`src/rtl/demosaic_frame_ctrl.sv`:
```
`default_nettype none
// ============================================================================
// Module      : demosaic_frame_ctrl
// Description : Frame sequencer for the Bayer demosaic core. It clears the core
//               before each frame, forwards the frame's pixels, then feeds zero
//               flush beats until every output of the frame has emerged.
// Revision    : 1.0 - initial release
// ============================================================================
module demosaic_frame_ctrl #(
    parameter int WIDTH     = 1920,
    parameter int HEIGHT    = 1080,
    parameter int FLUSH_MAX = WIDTH*4+16
) (
    input  logic       clk,
    input  logic       reset,
    input  logic       start,
    input  logic [7:0] s_data,
    input  logic       s_valid,
    output logic       s_ready,
    input  logic       m_ready,
    output logic       dm_reset,
    output logic [7:0] dm_data,
    output logic       dm_valid,
    input  logic       dm_oValid,
    input  logic       dm_oDone,
    output logic       busy,
    output logic       frame_done,
    output logic       err_timeout,
    output logic       err_sync
);

    localparam logic [31:0] c_NPIX      = 32'(WIDTH*HEIGHT);
    localparam logic [31:0] c_FLUSH_MAX = 32'(FLUSH_MAX);

    localparam logic [2:0] c_IDLE   = 3'd0;
    localparam logic [2:0] c_CLEAR  = 3'd1;
    localparam logic [2:0] c_STREAM = 3'd2;
    localparam logic [2:0] c_FLUSH  = 3'd3;
    localparam logic [2:0] c_DONE   = 3'd4;

    logic [2:0]  r_state;
    logic [2:0]  w_next_state;
    logic [31:0] r_in_cnt;
    logic [31:0] r_flush_cnt;
    logic [31:0] r_out_cnt;
    logic        r_busy;
    logic        r_frame_done;
    logic        r_err_timeout;
    logic        r_err_sync;

    logic        w_advance;
    logic        w_accept;
    logic        w_out_count;
    logic        w_last_in;
    logic        w_last_out;
    logic        w_timeout;
    logic        w_in_frame;

    // The flush beat budget is FLUSH_MAX; the timeout cycle itself does not advance the core.
    always_comb begin
        w_advance = 1'b0;
        case (r_state)
            c_STREAM: w_advance = s_valid & m_ready;
            c_FLUSH:  w_advance = m_ready & (r_flush_cnt != c_FLUSH_MAX);
            default:  w_advance = 1'b0;
        endcase
    end

    assign w_accept    = (r_state == c_STREAM) & w_advance;
    assign w_out_count = dm_oValid & ((r_state == c_STREAM) | (r_state == c_FLUSH));
    assign w_last_in   = w_accept & (r_in_cnt == c_NPIX - 32'd1);
    assign w_last_out  = dm_oValid & (r_out_cnt == c_NPIX - 32'd1);
    assign w_timeout   = (r_flush_cnt == c_FLUSH_MAX) & ~w_last_out;
    assign w_in_frame  = (r_state == c_STREAM) | (r_state == c_FLUSH) | (r_state == c_DONE);

    always_comb begin
        w_next_state = r_state;
        case (r_state)
            c_IDLE:   if (start) w_next_state = c_CLEAR;
            c_CLEAR:  w_next_state = c_STREAM;
            c_STREAM: if (w_last_in) w_next_state = c_FLUSH;
            c_FLUSH: begin
                if (w_last_out)
                    w_next_state = c_DONE;
                else if (w_timeout)
                    w_next_state = c_IDLE;
            end
            c_DONE:   w_next_state = start ? c_CLEAR : c_IDLE;
            default:  w_next_state = c_IDLE;
        endcase
    end

    always_ff @(posedge clk) begin
        if (reset) begin
            r_state       <= c_IDLE;
            r_in_cnt      <= 32'd0;
            r_flush_cnt   <= 32'd0;
            r_out_cnt     <= 32'd0;
            r_busy        <= 1'b0;
            r_frame_done  <= 1'b0;
            r_err_timeout <= 1'b0;
            r_err_sync    <= 1'b0;
        end else begin
            r_state      <= w_next_state;
            r_busy       <= (w_next_state != c_IDLE);
            r_frame_done <= (w_next_state == c_DONE);

            if (r_state == c_CLEAR) begin
                r_in_cnt    <= 32'd0;
                r_flush_cnt <= 32'd0;
                r_out_cnt   <= 32'd0;
            end else begin
                if (w_accept)
                    r_in_cnt <= r_in_cnt + 32'd1;
                if ((r_state == c_FLUSH) && w_advance)
                    r_flush_cnt <= r_flush_cnt + 32'd1;
                if (w_out_count && (r_out_cnt != c_NPIX))
                    r_out_cnt <= r_out_cnt + 32'd1;
            end

            if ((r_state == c_FLUSH) && w_timeout)
                r_err_timeout <= 1'b1;
            // Stale done pulses outside an active frame are not sync errors.
            if (dm_oDone && w_in_frame && (r_out_cnt < c_NPIX))
                r_err_sync <= 1'b1;
        end
    end

    assign s_ready     = (r_state == c_STREAM) & m_ready;
    assign dm_valid    = w_advance;
    assign dm_data     = (r_state == c_STREAM) ? s_data : 8'd0;
    assign dm_reset    = reset | (r_state == c_CLEAR);
    assign busy        = r_busy;
    assign frame_done  = r_frame_done;
    assign err_timeout = r_err_timeout;
    assign err_sync    = r_err_sync;

endmodule
`default_nettype wire

```
`config.mk`:
```
export PLATFORM = sky130hd
export DESIGN_NAME = demosaic_frame_ctrl
export DESIGN_NICKNAME = d
export VERILOG_FILES = /design/src/rtl/demosaic_frame_ctrl.sv
export SDC_FILE = /design/constraint.sdc
export NUM_CORES = 1
export LEC_CHECK = 0
export CORE_UTILIZATION = 50
export CTS_CLUSTER_SIZE = 8
export DETAILED_ROUTE_END_ITERATION = 16
export GPL_TIMING_DRIVEN = 0
export PLACE_DENSITY = 0.77
export SLEW_MARGIN = 40
export SYNTH_ARGS = -nofsm -noshare
export SYNTH_HDL_FRONTEND = slang
export SYNTH_SLANG_ARGS = --single-unit
```
`constraint.sdc`:
```
create_clock -name clk -period 5.6 [get_ports clk]
set_clock_uncertainty 0.15 [all_clocks]
set_input_delay 0.84 -clock clk [delete_from_list [all_inputs] [get_ports clk]]
set_output_delay 0.84 -clock clk [all_outputs]
set_load 0.005 [all_outputs]
```
# Word-level counts from Yosys, hierarchy flattened
# Index checks and enable logic that the tools add are counted.
# W data, S select, Z words.
[totals]
ff_bits = 103
input_bits = 15
out_inout_bits = 15
[classes]
n_addsub = 3
n_lt_le_gt_ge = 1
eq_ne = 10
mux = 8
bitwise = 12
reduce_logical = 8
[op_table]
columns = ["operator", "count"]
rows = [
  ["$add A32 B1 Y32 const B", 3],
  ["$eq A32 B21 Y1 const B", 2],
  ["$eq A32 B13 Y1 const B", 1],
  ["$lt A32 B21 Y1 const B", 1],
  ["$ne A32 B13 Y1 const B", 1],
  ["$ne A32 B21 Y1 const B", 1],
  ["$pmux W3 S5", 1],
  ["$mux W3", 4],
  ["$and A1 B1 Y1", 8],
  ["$mux W8", 1],
  ["$eq A3 B2 Y1 const B", 2],
  ["$eq A3 B3 Y1 const B", 2],
  ["$logic_and A1 B1 Y1", 5],
  ["$eq A3 B1 Y1 const B", 1],
  ["$logic_not A3 Y1", 1],
  ["$or A1 B1 Y1", 3],
  ["$reduce_bool A3 Y1", 1],
  ["$pmux W1 S2", 1],
  ["$reduce_or A2 Y1", 1],
  ["$mux W1", 1],
  ["$not A1 Y1", 1],
]

# Logic depth before layout (Yosys ltp)
[logic_depth]
depth_word = 8
mapped_depth = 9
depth_no_buf = 8

# Least setup slack after synthesis
# OpenSTA, ideal clock, no wires.
[synth_timing]
path_type = "register to output"
from = "register r_flush_cnt[27]"
to = "output dm_valid"
arrival_time_ps = 1628
path_slack_ps = 2982
stages_incl_launch_ff = 5
path_cell_list = "dfxtp_1 > or4_1 > or4_4 > nor2_1 > a211oi_1"
[synth_between]
elab_chain_cells = 3
[synth_lines]
columns = ["element", "line_no", "text"]
rows = [
  ["from (decl)", "44", "logic [31:0] r_flush_cnt;"],
  ["from (signal assigned)", "116", "r_flush_cnt <= r_flush_cnt + 32'd1;"],
  ["$ne A32 B13 Y1", "64", "c_FLUSH: w_advance = m_ready & (r_flush_cnt != c_FLUSH_MAX);"],
  ["$and A1 B1 Y1", "64", ""],
  ["$pmux W1 S2", "62", "case (r_state)"],
  ["to (decl)", "23", "output logic dm_valid,"],
]
# Every way passes these cells.

# Final worst setup path
[layout_timing]
from = "input reset"
to = "output dm_reset"
[layout_between]
elab_chain_cells = 1
[layout_lines]
columns = ["element", "line_no", "text"]
rows = [
  ["from (decl)", "15", "input logic reset,"],
  ["$or A1 B1 Y1", "132", "assign dm_reset = reset | (r_state == c_CLEAR);"],
  ["to (decl)", "21", "output logic dm_reset,"],
]
# Every way passes these cells.

==> flow_metrics.py <==
metrics = {
    "clock_tree": {
        "path_clk_slew_ns": 0.09,
        "post_cts_buffers": 0,
        "cts_hold_buf": 0,
        "cts_tree": "done",
        "clock_path_buffers": 2,
        "clock-sinks": 103,
        "cts_resized": 0,
        "cts_buffers": 9,
        "root_buffer": "clkbuf_8",
        "clkLatencyLatePin_ns": 0.37,
        "cts-htree-levels": 3,
    },
    "synthesis": {
        "yosysSeqAreaShare_pct": 41.78,
        "synth_area_leaders": "dfxtp_1 (42%), xnor2_1 (8.5%), nor2_1 (8.1%), xor2_1 (5.5%), nand2_1 (3.2%)",
        "synth_top_area_cell": "dfxtp_1",
        "yosysWarnings": 0,
        "synthCells": 594,
        "synth_top_area_share_pct": 41.78,
        "syn_avg_cell_area_um2": 8.308,
        "synth_area_um2": 4935,
        "synth.distinct_cells": 48,
        "ys_seq_elements": 103,
        "synth.net_count": 614,
    },
    "drt": {
        "via_per_inst": 5.447,
        "ant_nets": 0,
        "detail_route.iter0.violations": 161,
        "first_pass_iters": 4,
        "drc_errors": 0,
        "via_count": 4178,
        "routed_wl_mm": 10.49,
        "wl_per_cell_um": 13.68,
    },
    "timing": {
        "setup-violations-final": 0,
        "rsz0062_at_grt": "no",
        "finalHoldViolCount": 0,
        "worstMarginPinSlew_ns": 0.5848,
        "drv_slew": 0,
        "slew_headroom_pct": 60.80,
        "max_freq_ghz": 0.2694,
        "fin_crit_ns": 3.713,
        "fin_setup_tns_ns": 0,
        "hold_slack_ns": 0.3335,
        "post-route-period-util_pct": 66.30,
    },
    "placement": {
        "place_congestion": 0.8407,
        "dp_hpwl_mm": 7.684,
        "portBuffers": 29,
    },
    "critical_path": {
        "worst_setup_path_start_kind": "input port",
        "r2r_start": "r_state[1]$_SDFF_PP0_",
        "r2r_end": "r_in_cnt[28]$_SDFFE_PP0P_",
        "worstPathMaxFanout": 10,
        "path_buf_inv": 4,
        "slowest_stage": "clkdlybuf4s50_1",
        "cp.depth": 5,
        "required_ns": 4.61,
        "crit_path_end": "dm_reset",
        "cpMostUsedCell": "clkdlybuf4s50_1",
        "critPathMaxStageDelay_ns": 0.64,
        "end_kind": "output port",
        "r2r_slack_ns": 3.10,
        "startpoint": "reset",
        "arrival_ns": 2.72,
        "path_delay_family": "buffers and inverters",
        "path_cells": "clkdlybuf4s50_1 > or2_2 > clkbuf_8 > clkbuf_1 > clkdlybuf4s50_1",
        "r2r_cells": 7,
        "worst-setup-path-type": "in2out",
    },
    "grt": {
        "grt_pass1_vias": 3836,
        "antenna_found_initial": 0,
        "grtUsageTotal_pct": 21.35,
        "grt_max_degree": 16,
        "grt_first_pass_wirelength_mm": 17.31,
        "overflow": 0,
    },
    "layout": {
        "finalNetCount": 654,
        "syn_to_final_growth_pct": 13.46,
        "diodes": 0,
        "post-route-util_pct": 59.47,
        "fill_cells": 855,
        "most-common-layout-cells": "nor2_1 (107), dfxtp_1 (103), xnor2_1 (48), nand2_1 (42)",
        "final_common_cell": "nor2_1",
        "drive_gt1_share_pct": 4.075,
    },
    "floorplan": {
        "dieArea_um2": 10270,
        "die_w_um": 101.3,
        "coreArea_um2": 9415,
        "num_rows": 35,
        "start_util_pct": 52.41,
        "io_pins": 30,
        "die_y_um": 101.3,
    },
    "pwr": {
        "ir_worst_vdd_mv": 0.1644,
        "fin_total_pwr_mw": 1.308,
        "p_per_area_nw_per_um2": 233.6,
        "leakage_nw": 1.818,
    },
    "job": {
        "maxCapViolCount": 0,
    },
    "outcome": {
        "status": "completed",
    },
    "hold_path": {
        "hold_path.class": "reg2reg",
    },
}
how the worst min path moves through the flow:
| stage | slack, ns | cells past startpoint | to | from |
|---|---|---|---|---|
| after floorplan | 0.30 | 2 | r_in_cnt[9]$_SDFFE_PP0P_ | r_in_cnt[9]$_SDFFE_PP0P_ |
| after global placement | 0.30 | 2 | err_sync$_SDFFE_PP0P_ | err_sync$_SDFFE_PP0P_ |
| after detailed placement | 0.32 | 2 | err_sync$_SDFFE_PP0P_ | err_sync$_SDFFE_PP0P_ |
| after CTS | 0.34 | 2 | err_sync$_SDFFE_PP0P_ | err_sync$_SDFFE_PP0P_ |
| after global routing | 0.36 | 2 | err_sync$_SDFFE_PP0P_ | err_sync$_SDFFE_PP0P_ |
| final | 0.33 | 2 | err_sync$_SDFFE_PP0P_ | err_sync$_SDFFE_PP0P_ |
kinds of logic (layout without fill, tap and decap cells):
| logic type | count (synthesis) | after routing | synth area share [%] |
|---|---|---|---|
| flip-flops | 103 | 103 | 41.79 |
| multiplexers | 2 | 2 | 0.4057 |
| buffers and inverters | 32 | 76 | 3.017 |
| AND/OR/NAND/NOR | 329 | 329 | 34.31 |
| XOR/XNOR | 79 | 79 | 14.02 |
| adder cells (fa/ha/maj) | 5 | 5 | 1.268 |
| AO/OA/AOI/OAI | 44 | 44 | 5.198 |
Yosys cell counts, drive strengths merged:
library cell,instances
a211oi,1
a21o,1
a21oi,20
a32oi,1
and2,14
and2b,1
and3,17
and4,8
and4b,1
buf,3
clkbuf,16
dfxtp,103
ha,5
inv,13
mux2i,2
nand2,42
nand3,31
nand3b,1
nand4,26
nand4b,2
nor2,107
nor2b,3
nor3,30
nor3b,5
nor4,11
nor4b,3
o211ai,1
o21a,1
o21ai,16
o21bai,2
o31a,1
or2,3
or3,19
or4,3
or4b,2
xnor2,48
xor2,31
per-stage QoR:
stage | cells | setup WS [ns] | area, um2
6_report | 767 | 1.887 | 5599
3_5_place_dp | 752 | 1.874 | 5386
2_1_floorplan | 594 | 2.982 | 4935
5_1_grt | 767 | 1.788 | 5599
3_3_place_gp | 752 | 1.886 | 5386
4_1_cts | 767 | 1.877 | 5599
metal layers:
layer	up-vias	share of wire (%)	global-route usage (%)
li1	2118	-	-
met5	-	0	0
met1	1976	46	26.24
met2	68	49	37.47
met3	16	3.7	4.693
met4	0	1.3	6.243
power breakdown:
group	leakage (nW)	internal [mW]	total (mW)	switching (mW)
Combinational	0.885	0.0301	0.0668	0.0368
Clock	0.103	0.262	0.503	0.240
Sequential	0.830	0.735	0.739	0.00376
registers in the layout, summed over array words and instances, names as in the netlist:
signal / count
r_flush_cnt: 32
r_in_cnt: 32
r_out_cnt: 32
r_state: 3
busy: 1
err_sync: 1
err_timeout: 1
frame_done: 1
worst reg2reg max path, delay by kind of cell, from the launching register on:
kind            cells  cell delay, ns
compound gates      1            0.14
simple gates        5            1.47
buf+inv             1            0.23
flops               1            0.45
area by class of cell:
type / instances / area (um2) / share of cell area (%)
clock inverter: 3 / 67.56 / 1.207
clock buffer: 12 / 145.1 / 2.592
sequential: 103 / 2062 / 36.83
buffer: 19 / 100.1 / 1.788
tap: 129 / 161.4 / 2.883
inverter: 13 / 48.80 / 0.8715
timing repair buffer: 29 / 290.3 / 5.184
multi-input combinational: 459 / 2724 / 48.65
(Power assumes the default switching activity.)
